`src/rtl/status_event_logger.sv`:
```
// Status-change logger: every change on the status bus is stamped with a free-running
// cycle count and queued in a first-word-fall-through FIFO, read out over valid/ready.
module status_event_logger #(
  parameter int STATUS_W = 1,
  parameter int TS_W     = 16,
  parameter int DEPTH    = 8,
  parameter int AW       = 3
) (
  input  logic                     clk,
  input  logic                     rst_n,
  input  logic [STATUS_W-1:0]      status,
  input  logic                     enable,
  input  logic                     clear,
  input  logic                     rd_ready,
  output logic                     rd_valid,
  output logic [TS_W+STATUS_W-1:0] rd_data,
  output logic [AW:0]              count,
  output logic                     overflow,
  output logic [7:0]               drop_cnt
);

  localparam int EW = TS_W + STATUS_W;

  logic [TS_W-1:0]          ts;
  logic [STATUS_W-1:0]      status_q;
  logic [DEPTH-1:0][EW-1:0] mem;
  logic [AW-1:0]            wr_ptr, rd_ptr;
  logic                     hit, pop, full, wr_en, drop;

  assign hit   = enable && (status != status_q);
  assign full  = (count == (AW+1)'(DEPTH));
  assign pop   = rd_valid && rd_ready;
  // A pop frees the head slot at the same edge, so a full FIFO can still take the event.
  assign wr_en = hit && (!full || pop);
  assign drop  = hit && full && !pop;

  assign rd_valid = (count != '0);
  assign rd_data  = mem[rd_ptr];

  always_ff @(posedge clk) begin
    if (wr_en) mem[wr_ptr] <= {ts, status};
  end

  always_ff @(posedge clk or negedge rst_n) begin
    if (!rst_n) begin
      ts       <= '0;
      status_q <= '0;
      wr_ptr   <= '0;
      rd_ptr   <= '0;
      count    <= '0;
      overflow <= 1'b0;
      drop_cnt <= '0;
    end else begin
      ts       <= ts + TS_W'(1);
      status_q <= status;
      if (wr_en) wr_ptr <= wr_ptr + AW'(1);
      if (pop)   rd_ptr <= rd_ptr + AW'(1);
      case ({wr_en, pop})
        2'b10:   count <= count + (AW+1)'(1);
        2'b01:   count <= count - (AW+1)'(1);
        default: count <= count;
      endcase
      if (clear) begin
        overflow <= 1'b0;
        drop_cnt <= '0;
      end
      // Clear wins first, then a same-cycle drop is counted on top of the zeroed value.
      if (drop) begin
        overflow <= 1'b1;
        if (clear)                 drop_cnt <= 8'd1;
        else if (drop_cnt != 8'hFF) drop_cnt <= drop_cnt + 8'd1;
      end
    end
  end

endmodule

```
`config.mk`:
```
export PLATFORM = sky130hd
export DESIGN_NAME = status_event_logger
export DESIGN_NICKNAME = d
export VERILOG_FILES = /design/src/rtl/status_event_logger.sv
export SDC_FILE = /design/constraint.sdc
export NUM_CORES = 1
export LEC_CHECK = 0
export CORE_ASPECT_RATIO = 0.7
export CORE_MARGIN = 3
export CORE_UTILIZATION = 64
export DETAILED_ROUTE_END_ITERATION = 7
export GPL_ROUTABILITY_DRIVEN = 1
export PLACE_DENSITY = 0.88
export SYNTH_ARGS = -nofsm -noshare
export SYNTH_HDL_FRONTEND = slang
export SYNTH_SLANG_ARGS = --single-unit
```
`constraint.sdc`:
```
create_clock -name clk -period 5.6 [get_ports clk]
set_input_delay 1.68 -clock clk [delete_from_list [all_inputs] [get_ports clk]]
set_output_delay 1.68 -clock clk [all_outputs]
set_load 0.05 [all_outputs]
```
[Word level (Yosys, flattened, before mapping)]
Index checks and enable logic that the tools add are counted.
Widths: inputs -> output; s select.
Cells by class
  order comparisons: 3
  add/subtract/negate cells: 6
  mux-type cells: 12
  equal/unequal tests: 5
  reduce and logical (&&, ||, !) cells: 12
Operator list (number)
  $bwmux 136: 1
  $bmux 17 s3: 1
  $demux 17 s3: 1
  $mux 17: 2
  $mux 8: 4
  $add 16x1->16 const B: 1
  $add 8x1->8 const B: 1
  $lt 3x4->1 const B: 2
  $ne 8x8->1 const B: 1
  $pmux 4 s2: 1
  $add 3x1->3 const B: 2
  $logic_and 1x1->1: 6
  $add 4x1->4 const B: 1
  $eq 4x4->1 const B: 1
  $reduce_bool 2->1: 2
  $reduce_bool 4->1: 1
  $sub 4x1->4 const B: 1
  $ge 3x1->1 const B: 1
  $eq 2x1->1 const B: 1
  $eq 2x2->1 const B: 1
  $logic_not 1->1: 2
  $mux 1: 2
  $logic_or 1x1->1: 1
  $ne 1x1->1: 1
Word-level totals
  register bits after elaboration: 172
  logic and storage cells: 53
  output and inout port bits: 31
  input port bits: 6

[Logic depth before layout (Yosys ltp)]
  depth in word-level cells: 6
  depth in mapped cells: 8

[Least setup slack after synthesis]
Ideal clock, no wire load.
  path kind: input -> register
  start: input port rd_ready
  end: register mem[0] (netlist name) (enable)
  buffers on the path: 0
  setup time: 0.435 ns
  stages: 3
  slack: 1.292 ns
  arrival: 3.873 ns
  cell sequence: and2b_4 -> a211o_1 -> nor4_1
Between the ends
  longest elaborated chain between the ends: 3
RTL lines
  start: declaration: line 14  | input logic rd_ready,
  $logic_and 1x1->1: line 32  | assign pop = rd_valid && rd_ready;
  $logic_or 1x1->1: line 34  | assign wr_en = hit && (!full || pop);
  $logic_and 1x1->1: line 34
  end signal: indexed assignment: line 41  | if (wr_en) mem[wr_ptr] <= {ts, status};
  end: declaration: line 26  | logic [DEPTH-1:0][EW-1:0] mem;
Every way passes these cells.
A chain may end at the register's enable or synchronous reset.

[Final worst setup path]
  start: register rd_ptr[1]
  end: output port rd_data[3]
Between the ends
  longest elaborated chain between the ends: 2
RTL lines
  start: declaration: line 27  | logic [AW-1:0] wr_ptr, rd_ptr;
  start signal: assignment: line 57  | if (pop) rd_ptr <= rd_ptr + AW'(1);
  $bmux 17 s3: line 38  | assign rd_data = mem[rd_ptr];
  $mux 17 (not written as such): line 38
  end: declaration: line 16  | output logic [TS_W+STATUS_W-1:0] rd_data,
Every way passes these cells. The select of a mux whose other input is x is not followed.

==> results_dict.tcl <==
set metrics [dict create \
    dieHeight_um 92.8 \
    rows 30 \
    layout.nets 433 \
    cts_buffers 17 \
    die_w_um 130 \
    critPathBufInv 2 \
    ys_warn_count 0 \
    hold_path_startpoint "overflow$_DFFE_PN0P_" \
    start_kind "flip-flop" \
    syn_to_final_growth_pct 17.4 \
    synth-xor-area-share_pct 2.93 \
    ir_drop_mv 0.330 \
    synth_seq_cells 172 \
    antenna_cells 0 \
    rsz0062_at_grt "no" \
    ant_nets 0 \
    crit_family "buffers and inverters" \
    relSlewSlack_pct 33.0 \
    cts_max_path_buffers 2 \
    muxShareOfSynthArea_pct 14.5 \
    port_buffers 36 \
    wire_per_inst_um 23.7 \
    drtPass1Iterations 5 \
    seq_area_frac_synth_pct 72.4 \
    p_sw_share_pct 32.7 \
    rr_startpoint "count[1]$_DFFE_PN0P_" \
    vias 3628 \
    powerDensity_nw_per_um2 514 \
    maxCapViolations 0 \
    mappedNetlistNets 378 \
    pin_count 37 \
    fin_util_pct 80.3 \
    comb_power_share_pct 31.0 \
    multi_input_area_sq_um 1840 \
    p_switching_mw 1.36 \
    drc 0 \
    arrival_ps 3060 \
    cp-end-kind "output pin" \
    cts_num_sinks 172 \
    worstPathRequired_ps 3920 \
    clkLatencyLatePin_ps 420 \
    htree_num_levels 4 \
    cp_cell_sequence "buf_4 -> mux4_2 -> mux2_2 -> clkdlybuf4s50_1" \
    stdcell_area_sq_um 8080 \
    antenna_found_initial 0 \
    skew_ps 8.20 \
    worstMarginPinSlew_ps 1000 \
    async_flop_share_pct 20.9 \
    drive_above_1_share_pct 23.7 \
    cts-root-buf "clkbuf_16" \
    power.share.clock_pct 29.4 \
    setup_viol 0 \
    detailed_place_hpwl_mm 7.91 \
    rrSetupSlack_ps 2930 \
    drt_iter0_markers 377 \
    synth_fa_ha_area_share_pct 0.909 \
    hold_path_class "reg -> reg" \
    grt_pass1_vias 3727 \
    gp_congestion 0.763 \
    cts_setup_buffers 0 \
    synth_edf_count 136 \
    tns_ps 0 \
    hold_depth 1 \
    synth-simple-area-share_pct 5.49 \
    grt_max_degree 37 \
    fin_crit_sh_pct 84.6 \
    critical_path_class "reg -> out" \
    drt_wl_total_mm 13.3 \
    viasPerCell 6.44 \
    cp_slowest_cell "dfrtp_1" \
    cts_tree "built" \
    min_to "overflow$_DFFE_PN0P_" \
    synth_cells 367 \
    synthFlopType "edfxtp_1" \
    final-seq-area_sq_um 4990 \
    fmax_mhz 211 \
    fillerInstances 499 \
    post-place-ws_ps 1100 \
    clk_pin_slew_ps 60 \
    cp_slowest_stage_delay_ps 870 \
    start_util_pct 68.4 \
    hold_slack_ps 481 \
    seq_power_share_pct 39.5 \
    grt_overflow 0 \
    avgSynthCellArea_sq_um 18.7 \
    grt.total_usage_pct 24.6 \
    r2r-end "mem[129]$_DFFE_PP_" \
    placed_area_sq_um 7460 \
    yosysUniqueCellTypes 41 \
    syn_area_sq_um 6880 \
    reg2regPathDepth 5 \
    p_int_mw 2.79 \
    hold_viol 0 \
    cts_resized 0 \
    fp.dieArea_sq_um 12100 \
    p_leak_nw 2.87 \
    synth_compound_area_share_pct 2.56 \
    core_area_sq_um 10100 \
    holdBufCountCts 0 \
    setup_ws_ps 864 \
    path_depth 4 \
    cp_max_fo 19 \
    min_period_ps 4740 \
    grt_pass1_wl_mm 21.5 \
    synth_top_family_by_area "multiplexers" \
    maxSlewViolCount 0 \
    status "complete, no violations" \
]
## worst max-delay path by stage
| stage | from | endpoint |
|---|---|---|
| 2_1_floorplan | rd_ready | mem[0]$_DFFE_PP_ |
| 3_3_place_gp | status | mem[93]$_DFFE_PP_ |
| 3_5_place_dp | status | mem[25]$_DFFE_PP_ |
| 4_1_cts | rd_ptr[1]$_DFFE_PN0P_ | rd_data[6] |
| 5_1_grt | rd_ptr[1]$_DFFE_PN0P_ | rd_data[6] |
| 6_report | rd_ptr[1]$_DFFE_PN0P_ | rd_data[3] |
## cells in the final DEF, fill, tap and decap left out, types with 2 or more instances in the layout
cell             count
edfxtp_1           136
dfrtp_1             35
clkdlybuf4s50_1     35
mux4_2              34
mux2_2              19
clkbuf_16           17
nand2_1             15
xnor2_1             13
nand3_1             12
buf_4               11
xor2_1              10
nor2_1              10
inv_1                8
nor3_1               6
a21oi_1              5
ha_1                 5
nand4_1              4
nor3_2               4
bufinv_16            4
and3_1               3
nand2b_1             3
a31oi_1              3
o31ai_1              3
or4_1                3
a211oi_1             2
o21ai_0              2
o211ai_1             2
mux2i_1              2
clkinv_2             2
clkinv_1             2
clkbuf_1             2
clkinvlp_4           2
## synth_stat cells (2+ instances only)
library cell	n	area, sq um
edfxtp_1	136	4080
dfrtp_1	36	901
mux4_2	34	766
mux2_2	19	214
nand2_1	15	56.3
xnor2_1	13	114
nand3_1	12	60.1
nor2_1	10	37.5
nor3_1	10	50.1
xor2_1	10	87.6
inv_1	8	30.0
a21oi_1	5	25.0
buf_2	5	25.0
clkbuf_1	5	18.8
ha_1	5	62.6
nand4_1	4	25.0
a31oi_1	3	18.8
and3_1	3	18.8
nand2b_1	3	18.8
o31ai_1	3	22.5
or4_1	3	22.5
a211oi_1	2	15.0
mux2i_1	2	20.0
nor4_1	2	12.5
o211ai_1	2	15.0
o21ai_0	2	10.0
## sequential cells by signal, summed over array words and instances, names as in the netlist
| name | flops |
|---|---|
| wr_ptr | 3 |
| count | 4 |
| overflow | 1 |
| mem | 136 |
| ts | 16 |
| status_q | 1 |
| drop_cnt | 8 |
| rd_ptr | 3 |
## metal layers
| metal | track usage [%] | share of wire [%] |
|---|---|---|
| met1 | 36.3 | 45 |
| met2 | 35.9 | 48 |
| met3 | 5.88 | 5.6 |
| met4 | 10.2 | 1.9 |
| met5 | 0 | 0 |
## logic make-up (layout without fill, tap and decap cells)
group / count (synthesis) / count (layout)
xor+xnor: 23 / 23
mux: 55 / 55
simple gates: 70 / 70
compound gates: 23 / 23
flops: 172 / 172
buf+inv: 19 / 87
fa+ha+maj: 5 / 5
## power groups by stage
stage	combinational [mW]	clock, mW	sequential (mW)
global placement	1.27	0	1.66
floorplan	0.957	0	1.61
global route	1.36	1.29	1.66
CTS	1.30	1.23	1.64
finish	1.29	1.22	1.64
detailed placement	1.29	0	1.67
## through the flow
stage,cells,power (mW)
4_1_cts,563,4.18
5_1_grt,563,4.31
6_report,563,4.15
2_1_floorplan,367,2.56
3_3_place_gp,531,2.93
3_5_place_dp,531,2.96
## cell type report
cell class | count | share of cell area (%)
clock buffer | 20 | 5.53
inverter | 8 | 0.372
tap | 128 | 1.98
multi-input combinational | 176 | 22.8
sequential | 172 | 61.7
clock inverter | 12 | 2.11
timing repair buffer | 47 | 5.42
(Power assumes the default switching activity.)
